===== src/rtl/memmove_engine_pkg.sv =====
// Shared types for the memmove copy engine: FSM states, copy direction and
// the upper bound on the supported RAM read latency.
package mem_pkg;

  localparam int RD_LAT_MAX = 4;

  typedef enum logic [2:0] {
    ST_IDLE,
    ST_RD,
    ST_WAIT,
    ST_WR,
    ST_DONE
  } mmv_state_t;

  typedef enum logic {
    FWD,
    BWD
  } mmv_dir_t;

endpackage


===== src/rtl/memmove_engine_if.sv =====
// Control handshake plus single-port RAM port of the memmove engine.
// The slave modport is the engine; master is the control master and RAM.
interface memmove_engine_if #(
  parameter int ADDR_W = 8,
  parameter int DATA_W = 8
);
  logic              start;
  logic [ADDR_W-1:0] src;
  logic [ADDR_W-1:0] dest;
  logic [ADDR_W:0]   num;
  logic              abort;
  logic              busy;
  logic              done;
  logic              aborted;
  logic [ADDR_W-1:0] mem_addr;
  logic              mem_rd_ena;
  logic              mem_wr_ena;
  logic [DATA_W-1:0] mem_wdata;
  logic [DATA_W-1:0] mem_rdata;

  modport slave (
    input  start, src, dest, num, abort, mem_rdata,
    output busy, done, aborted, mem_addr, mem_rd_ena, mem_wr_ena, mem_wdata
  );

  modport master (
    output start, src, dest, num, abort, mem_rdata,
    input  busy, done, aborted, mem_addr, mem_rd_ena, mem_wr_ena, mem_wdata
  );
endinterface


===== src/rtl/memmove_engine_addr_gen.sv =====
// Source/destination address registers and remaining-word counter.
// Picks the copy direction on load and steps both addresses once per word.
module mmv_addr_gen
  import mem_pkg::*;
#(
  parameter int ADDR_W = 8
) (
  input  logic              clk,
  input  logic              rst_n,
  input  logic              load,
  input  logic              step,
  input  logic [ADDR_W-1:0] src,
  input  logic [ADDR_W-1:0] dest,
  input  logic [ADDR_W:0]   num,
  output logic [ADDR_W-1:0] src_nxt,
  output logic [ADDR_W-1:0] dst_cur,
  output logic              last
);

  localparam logic [ADDR_W-1:0] ONE_A = 1;
  localparam logic [ADDR_W:0]   ONE_N = 1;

  logic [ADDR_W-1:0] src_addr_q, src_addr_d;
  logic [ADDR_W-1:0] dst_addr_q, dst_addr_d;
  logic [ADDR_W:0]   rem_q, rem_d;
  mmv_dir_t          dir_q, dir_d;
  logic [ADDR_W-1:0] diff;
  logic [ADDR_W-1:0] span;

  always_comb begin
    diff       = dest - src;
    // num-1 modulo 2^ADDR_W also covers num == 2^ADDR_W (low bits zero)
    span       = num[ADDR_W-1:0] - ONE_A;
    dir_d      = dir_q;
    src_addr_d = src_addr_q;
    dst_addr_d = dst_addr_q;
    rem_d      = rem_q;
    if (load) begin
      dir_d      = ({1'b0, diff} < num) ? BWD : FWD;
      src_addr_d = (dir_d == BWD) ? src + span : src;
      dst_addr_d = (dir_d == BWD) ? dest + span : dest;
      rem_d      = num;
    end else if (step) begin
      src_addr_d = (dir_q == BWD) ? src_addr_q - ONE_A : src_addr_q + ONE_A;
      dst_addr_d = (dir_q == BWD) ? dst_addr_q - ONE_A : dst_addr_q + ONE_A;
      rem_d      = rem_q - ONE_N;
    end
  end

  always_ff @(posedge clk or negedge rst_n) begin
    if (!rst_n) begin
      dir_q      <= FWD;
      src_addr_q <= '0;
      dst_addr_q <= '0;
      rem_q      <= '0;
    end else begin
      dir_q      <= dir_d;
      src_addr_q <= src_addr_d;
      dst_addr_q <= dst_addr_d;
      rem_q      <= rem_d;
    end
  end

  assign src_nxt = src_addr_d;
  assign dst_cur = dst_addr_q;
  assign last    = (rem_q == ONE_N);

endmodule


===== src/rtl/memmove_engine.sv =====
// memmove copy engine: FSM, read-latency wait counter and write-data register.
// All outputs are registered from the next-state decode.
//
//   state   | meaning
//   IDLE    | waiting for start
//   RD      | read strobe at current source address
//   WAIT    | RD_LAT cycles for read data; captured on the last one
//   WR      | write strobe at current destination address, step addresses
//   DONE    | one-cycle done pulse, aborted qualifies it
module memmove_engine
  import mem_pkg::*;
#(
  parameter int ADDR_W = 8,
  parameter int DATA_W = 8,
  parameter int RD_LAT = 1
) (
  input  logic           clk,
  input  logic           rst_n,
  memmove_engine_if.slave bus
);

  localparam logic [2:0] WAIT_LOAD = 3'(RD_LAT - 1);

  mmv_state_t        state_q, state_d;
  logic [2:0]        wait_q, wait_d;
  logic [DATA_W-1:0] wdata_q, wdata_d;
  logic              aborted_q, aborted_d;
  logic              busy_q, busy_d;
  logic              done_q, done_d;
  logic              rd_q, rd_d;
  logic              wr_q, wr_d;
  logic [ADDR_W-1:0] addr_q, addr_d;

  logic              load;
  logic              step;
  logic              last;
  logic [ADDR_W-1:0] src_nxt;
  logic [ADDR_W-1:0] dst_cur;

  mmv_addr_gen #(.ADDR_W(ADDR_W)) u_addr_gen (
    .clk     (clk),
    .rst_n   (rst_n),
    .load    (load),
    .step    (step),
    .src     (bus.src),
    .dest    (bus.dest),
    .num     (bus.num),
    .src_nxt (src_nxt),
    .dst_cur (dst_cur),
    .last    (last)
  );

  always_comb begin
    state_d   = state_q;
    wait_d    = wait_q;
    wdata_d   = wdata_q;
    aborted_d = aborted_q;
    load      = 1'b0;
    step      = 1'b0;
    unique case (state_q)
      ST_IDLE: begin
        if (bus.start) begin
          aborted_d = 1'b0;
          if (bus.num == '0 || bus.src == bus.dest) begin
            state_d = ST_DONE;
          end else begin
            state_d = ST_RD;
            load    = 1'b1;
          end
        end
      end
      ST_RD: begin
        if (bus.abort) begin
          state_d   = ST_DONE;
          aborted_d = 1'b1;
        end else begin
          state_d = ST_WAIT;
          wait_d  = WAIT_LOAD;
        end
      end
      ST_WAIT: begin
        if (bus.abort) begin
          state_d   = ST_DONE;
          aborted_d = 1'b1;
        end else if (wait_q == 3'd0) begin
          state_d = ST_WR;
          wdata_d = bus.mem_rdata;
        end else begin
          wait_d = wait_q - 3'd1;
        end
      end
      ST_WR: begin
        // the write in this cycle always lands; abort only stops the next word
        step = 1'b1;
        if (bus.abort) begin
          state_d   = ST_DONE;
          aborted_d = 1'b1;
        end else if (last) begin
          state_d = ST_DONE;
        end else begin
          state_d = ST_RD;
        end
      end
      ST_DONE: state_d = ST_IDLE;
      default: state_d = ST_IDLE;
    endcase

    busy_d = (state_d == ST_RD) || (state_d == ST_WAIT) || (state_d == ST_WR);
    done_d = (state_d == ST_DONE);
    rd_d   = (state_d == ST_RD);
    wr_d   = (state_d == ST_WR);
    addr_d = rd_d ? src_nxt : (wr_d ? dst_cur : '0);
  end

  always_ff @(posedge clk or negedge rst_n) begin
    if (!rst_n) begin
      state_q   <= ST_IDLE;
      wait_q    <= '0;
      wdata_q   <= '0;
      aborted_q <= 1'b0;
      busy_q    <= 1'b0;
      done_q    <= 1'b0;
      rd_q      <= 1'b0;
      wr_q      <= 1'b0;
      addr_q    <= '0;
    end else begin
      state_q   <= state_d;
      wait_q    <= wait_d;
      wdata_q   <= wdata_d;
      aborted_q <= aborted_d;
      busy_q    <= busy_d;
      done_q    <= done_d;
      rd_q      <= rd_d;
      wr_q      <= wr_d;
      addr_q    <= addr_d;
    end
  end

  assign bus.busy       = busy_q;
  assign bus.done       = done_q;
  assign bus.aborted    = aborted_q;
  assign bus.mem_rd_ena = rd_q;
  assign bus.mem_wr_ena = wr_q;
  assign bus.mem_addr   = addr_q;
  assign bus.mem_wdata  = wdata_q;

endmodule


===== src/flat_wrapper.sv =====
// flat-port wrapper written by rule: the top's interface ports become plain ports
module memmove_engine_flat import mem_pkg::*;
#(
  parameter int ADDR_W = 8,
  parameter int DATA_W = 8,
  parameter int RD_LAT = 1
)
  (clk, rst_n, bus_start, bus_src, bus_dest, bus_num, bus_abort, bus_mem_rdata, bus_busy, bus_done, bus_aborted, bus_mem_addr, bus_mem_rd_ena, bus_mem_wr_ena, bus_mem_wdata);
  memmove_engine_if #(.ADDR_W(ADDR_W), .DATA_W(DATA_W)) bus_i ();
  input  logic clk;
  input  logic rst_n;
  input wire logic [$bits(bus_i.start)-1:0] bus_start;
  input wire logic [$bits(bus_i.src)-1:0] bus_src;
  input wire logic [$bits(bus_i.dest)-1:0] bus_dest;
  input wire logic [$bits(bus_i.num)-1:0] bus_num;
  input wire logic [$bits(bus_i.abort)-1:0] bus_abort;
  input wire logic [$bits(bus_i.mem_rdata)-1:0] bus_mem_rdata;
  output wire logic [$bits(bus_i.busy)-1:0] bus_busy;
  output wire logic [$bits(bus_i.done)-1:0] bus_done;
  output wire logic [$bits(bus_i.aborted)-1:0] bus_aborted;
  output wire logic [$bits(bus_i.mem_addr)-1:0] bus_mem_addr;
  output wire logic [$bits(bus_i.mem_rd_ena)-1:0] bus_mem_rd_ena;
  output wire logic [$bits(bus_i.mem_wr_ena)-1:0] bus_mem_wr_ena;
  output wire logic [$bits(bus_i.mem_wdata)-1:0] bus_mem_wdata;
  assign bus_i.start = bus_start;
  assign bus_i.src = bus_src;
  assign bus_i.dest = bus_dest;
  assign bus_i.num = bus_num;
  assign bus_i.abort = bus_abort;
  assign bus_i.mem_rdata = bus_mem_rdata;
  assign bus_busy = bus_i.busy;
  assign bus_done = bus_i.done;
  assign bus_aborted = bus_i.aborted;
  assign bus_mem_addr = bus_i.mem_addr;
  assign bus_mem_rd_ena = bus_i.mem_rd_ena;
  assign bus_mem_wr_ena = bus_i.mem_wr_ena;
  assign bus_mem_wdata = bus_i.mem_wdata;
  memmove_engine #(.ADDR_W(ADDR_W), .DATA_W(DATA_W), .RD_LAT(RD_LAT)) u_core (.clk(clk), .rst_n(rst_n), .bus(bus_i));
endmodule

===== config.mk =====
export PLATFORM = sky130hd
export DESIGN_NAME = memmove_engine_flat
export DESIGN_NICKNAME = d
export VERILOG_FILES = /design/src/rtl/memmove_engine_pkg.sv /design/src/rtl/memmove_engine_if.sv /design/src/rtl/memmove_engine_addr_gen.sv /design/src/rtl/memmove_engine.sv /design/src/flat_wrapper.sv
export SDC_FILE = /design/constraint.sdc
export NUM_CORES = 1
export LEC_CHECK = 0
export CELL_PAD_IN_SITES_DETAIL_PLACEMENT = 1
export CELL_PAD_IN_SITES_GLOBAL_PLACEMENT = 1
export CORE_ASPECT_RATIO = 0.9
export CORE_MARGIN = 2
export CORE_UTILIZATION = 30
export CTS_BUF_LIST = sky130_fd_sc_hd__clkbuf_8 sky130_fd_sc_hd__clkbuf_16
export DETAILED_ROUTE_END_ITERATION = 10
export HOLD_SLACK_MARGIN = 0.12
export PLACE_DENSITY = 0.64
export SYNTH_ARGS = -nofsm -noshare
export SYNTH_HDL_FRONTEND = slang
export SYNTH_SLANG_ARGS = --single-unit
export TNS_END_PERCENT = 50

===== constraint.sdc =====
create_clock -name clk -period 2.5 [get_ports clk]
set_clock_uncertainty 0.2 [all_clocks]
set_input_delay 0.5 -clock clk [delete_from_list [all_inputs] [get_ports clk]]
set_output_delay 0.5 -clock clk [all_outputs]
set_load 0.1 [all_outputs]

# == Word level (Yosys, flattened, before mapping) ==
# Index checks and enable logic that the tools add are counted.
# word_totals
reg_bits,53
in_bits,37
output_inout_bits,21
# classes
add_sub_neg,10
n_lt_le_gt_ge,1
eq_ne,14
muxes,32
n_bitwise,1
n_reduce_logical,13
# ops
operator,count
$mux 8,10
$mux 3,10
$sub 8x1->8 const B,3
$mux 9,2
$add 8x1->8 const B,2
$add 8x8->8,2
$eq 3x2->1 const B,4
$pmux 3 s4,1
$eq 9x1->1 const B,1
$logic_not 9->1,1
$lt 8x9->1,1
$sub 9x1->9 const B,1
$eq 8x8->1,1
$ne 2x2->1 const B,4
$sub 8x8->8,1
$mux 1,7
$eq 3x1->1 const B,2
$logic_not 3->1,2
$pmux 3 s2,1
$reduce_and 3->1,2
$reduce_bool 2->1,3
$reduce_and 4->1,1
$eq 3x3->1 const B,1
$logic_or 1x1->1,3
5 further kinds,5

# == Depth between registers and ports, before layout ==
# logic_depth
depth_word,8
depth_mapped,17

# == By module ==
# From an unflattened synthesis, not the netlist that was laid out.
# unflattened
hier_cells,512
hier_area_um2,4579.4
# by_module_without_submodules
module,instances,cells_per_inst,area_each_um2,seq_area_each_um2
mmv_addr_gen,1,384,3156.8,650.6
memmove_engine,1,128,1422.6,675.6

# == Worst setup path before layout ==
# OpenSTA, ideal clock, no wires.
# synth_timing
path_type,input to register
from,input port bus_dest[0]
to,register u_core.u_addr_gen.src_addr_q[7]
setup_time_ps,129
arrival_time_ps,3285
t_required_ps,2171
path_slack_ps,-1113
stages,17
n_path_buf,1
path_cell_list,inv_1 -> ha_1 -> inv_2 -> fa_1 -> a21o_1 -> a21oi_1 -> o21bai_1 -> a21oi_1 -> xnor2_1 -> ha_1 -> a21o_1 -> a221oi_1 -> a21oi_2 -> buf_2 -> a21oi_1 -> xnor2_1 -> mux2i_1
# synth_between
elab_chain_len,6
word_cells_on_any_way,10
# synth_rtl
item,line,text
start: declaration,flat_wrapper.sv:14,input wire logic [$bits(bus_i.dest)-1:0] bus_dest;
branches (longest 5 deep; another with $lt 8x9->1),--,
$mux 8 *,memmove_engine_addr_gen.sv:38,if (load) begin
named net u_core.src_nxt[7],memmove_engine.sv:37,logic [ADDR_W-1:0] src_nxt;
end signal: assignment,memmove_engine_addr_gen.sv:58,src_addr_q <= src_addr_d;
end: declaration,memmove_engine_addr_gen.sv:23,"logic [ADDR_W-1:0] src_addr_q, src_addr_d;"
# Mark *: on every way through the listed nets, which the timed path passes.
# A chain may end at the register's enable or synchronous reset.

# == Worst setup path after layout ==
# layout_timing
from,input port bus_src[1]
to,register u_core.u_addr_gen.src_addr_q[7]
# layout_between
elab_chain_len,6
word_cells_on_any_way,11
# layout_rtl
item,line,text
start: declaration,flat_wrapper.sv:13,input wire logic [$bits(bus_i.src)-1:0] bus_src;
branches (longest 5 deep; another with $lt 8x9->1),--,
$mux 8 *,memmove_engine_addr_gen.sv:38,
named net u_core.src_nxt[7],memmove_engine.sv:37,
# Marked as above.

==> run summary <==
endpoints failing setup: 41
Num Clock Sinks: 53
RePlAce Congestion: 0.9438
Max Fanout on Critical Path: 7
CP required: 2.48 ns
outcome: finished, violations left
Peak Freq: 0.2967 GHz
final slew viol count: 0
Pleak: 3.125 nW
Multi-input gate area: 3040 sq um
Residual DRC: 0
initial antenna violation count: 0
via/cell ratio: 4.906
Reg area: 1326 sq um
Async SR Flop Fraction: 100.0%
Reg clk slew, reported paths: 0.07 ns
Initial Utilization: 30.64%
worst min path class: reg2reg
drt pass-1 iters: 4
hold violation total from the final report: 0
min cycle time layout: 3.371 ns
global route overflow: 0
worst path cell trace: buf_2 > inv_4 > ha_4 > a21o_1 > a21o_1 > a21o_1 > a21oi_2 > o21ai_2 > xnor2_2 > ha_1 > buf_4 > a221oi_4 > a21oi_4 > buf_12 > buf_6 > a21oi_4 > xnor2_2 > mux2i_1
failing checks: negative setup slack
max incr delay on CP: 0.34 ns
Routed Antenna Nets: 0
top-area cell type share of the netlist area: 30.90%
Routed WL: 14350 um
largest net degree at the start of global routing: 33
area grow syn2layout: 50.06%
Detailed Route Iter0 Violations: 151
WL per Instance: 17.04 um
RSZ-0062 raised after global routing: true
critical path class: in2reg
gr usage total: 19.26%
core area: 14000 sq um
crit end category: flop
fillers: 1622
Syn Area/Cell: 8.978 sq um
share of the cycle needed by the critical path after routing: 134.8%
Seq cells post-synth: 53
Detail Placement HPWL: 11770 um
vias in the first global route: 4637
Rows: 41
syn_nets: 565
Synth Instances: 478
ant diodes: 0
CP dominant cell by count: a21o_1
count leader, synth: dfrtp_1
Synth Flop Type: dfrtp_1
PortBufs: 57
synth unique cells: 68
die extent in y: 117.5 um
worst skew pair latency: 0.30 ns
Tightest Pin Transition: 0.5722 ns
post-route setup slack: -0.8705 ns
post-layout util: 45.98%
max-cap violations: 0
largest cells by area after synthesis: dfrtp_1 31%, ha_1 13%, xnor2_1 5.3%
Syn. warnings: 0
Rel. slew slack: 61.85%
Die Wd: 130.1 um
CTS H-tree lvls: 2
cell taking the most area after synthesis: dfrtp_1
CP max-delay cell: ha_1
CTS tree: built
Post-layout nets: 735
CTS buffer count: 5
first-pass GRT wire length: 23400 um
Setup TNS: -23.16 ns
commonest cells in the netlist: 53 x dfrtp_1, 45 x ha_1, 45 x nand2_1
crit path launch type: input pin
clk root buf: clkbuf_16
Peak VDD IR: 531.4 uV
register area share after synthesis: 30.90%
IO Pins: 58
fraction of layout cells with a size suffix above 1: 32.36%
maximum root-to-sink buffer count: 2
Mapped Area: 4292 sq um
Vias: 4131
Power Dens Cells: 1157 nW/um^2
EDFF count, synth: 0
Worst Path Arrival: 3.35 ns
DIE AREA: 15280 sq um
## final cells by class
type | count | area share, %
inverter | 39 | 2.506
timing repair buffer | 180 | 23.26
clock inverter | 2 | 0.5246
sequential | 53 | 20.59
tap | 193 | 3.750
multi-input combinational | 369 | 47.21
clock buffer | 6 | 2.157
## routing by layer
| layer | track usage [%] | up-vias | wire length [um] |
|---|---|---|---|
| li1 | - | 2026 | - |
| met3 | 2.045 | 17 | 397 |
| met4 | 4.973 | 0 | 267 |
| met5 | 0 | - | 0 |
| met2 | 33.70 | 72 | 7063 |
| met1 | 25.13 | 2016 | 6619 |
## final timing paths
path | startpoint | to | slack (ns) | depth (start not counted)
setup / recovery | bus_src[1] | u_core.u_addr_gen.src_addr_q[7] | -0.87 | 18
hold / removal | u_core.wait_q[0] | u_core.wait_q[0] | 0.27 | 1
setup reg to reg | u_core.u_addr_gen.dir_q | u_core.u_addr_gen.src_addr_q[7] | -0.16 | 9
hold reg to reg | u_core.wait_q[0] | u_core.wait_q[0] | 0.27 | 1
max in group asynchronous | rst_n | u_core.u_addr_gen.dst_cur[3] | 1.00 | 3
min in group asynchronous | rst_n | u_core.bus.mem_wr_ena | 0.53 | 2
## report_power, final
group	internal [mW]	switching (mW)	total, mW
registers	1.23	0.292	1.52
clock network	0.497	0.322	0.819
logic	2.08	3.03	5.11
## layout by cell type (no fill, tap or decap), types with 4 or more instances in the layout
| cell type | n |
|---|---|
| a211oi_1 | 4 |
| a21o_1 | 16 |
| a21oi_1 | 34 |
| a21oi_2 | 4 |
| a21oi_4 | 4 |
| and3_1 | 4 |
| buf_12 | 6 |
| buf_4 | 137 |
| clkbuf_16 | 5 |
| clkdlybuf4s50_1 | 27 |
| dfrtp_1 | 53 |
| fa_1 | 4 |
| ha_1 | 40 |
| ha_4 | 5 |
| inv_1 | 35 |
| mux2i_1 | 13 |
| nand2_1 | 45 |
| nand2b_1 | 4 |
| nand3_1 | 12 |
| nor2_1 | 21 |
| nor2_4 | 5 |
| nor2b_1 | 8 |
| nor3_1 | 13 |
| o21ai_0 | 5 |
| o21ai_1 | 21 |
| xnor2_1 | 22 |
| xnor2_2 | 4 |
| xor2_1 | 14 |
## repair_timing
item	4_1_cts	5_1_grt
pin swaps	25	25
buffers inserted	4	2
hold buffers	1	0
hold endpoints to repair	21	0
gates resized for setup	42	23
setup endpoints to repair	41	41
## metrics by stage
| step | instance area [sq um] | hold slack [ns] | cells | worst slack, ns | total power, mW |
|---|---|---|---|---|---|
| 2_1_floorplan | 4407 | 0.004409 | 478 | -0.8075 | 4.743 |
| 3_3_place_gp | 6005 | 0.2598 | 829 | -1.637 | 6.240 |
| 3_5_place_dp | 6005 | 0.2694 | 829 | -1.717 | 6.441 |
| 4_1_cts | 6287 | 0.2790 | 840 | -1.008 | 7.375 |
| 5_1_grt | 6440 | 0.3156 | 842 | -1.039 | 7.971 |
| 6_report | 6440 | 0.2737 | 842 | -0.8705 | 7.449 |
## critical path, delay by kind of cell
kind	cells	cell delay, ns
buf+inv	5	0.60
compound gates	8	1.30
mux	1	0.09
xor+xnor	2	0.27
fa+ha+maj	2	0.57
## registers in the layout, indices dropped and copies added, names as in the netlist
register                      cells
u_core.u_addr_gen.src_addr_q      8
u_core.bus.mem_wr_ena             1
u_core.bus.mem_addr               8
u_core.wait_q                     3
u_core.u_addr_gen.dst_cur         8
u_core.bus.mem_rd_ena             1
u_core.bus.busy                   1
u_core.u_addr_gen.rem_q           9
u_core.bus.aborted                1
u_core.state_q                    3
u_core.bus.done                   1
u_core.bus.mem_wdata              8
u_core.u_addr_gen.dir_q           1
## cell families after synthesis
family,after synthesis,synth area share [%]
xor+xnor,41,8.688
mux,17,3.965
buf+inv,56,5.481
simple gates,138,16.79
flops,53,30.90
fa+ha+maj,50,15.45
compound gates,123,18.72
(Power assumes the default switching activity.)
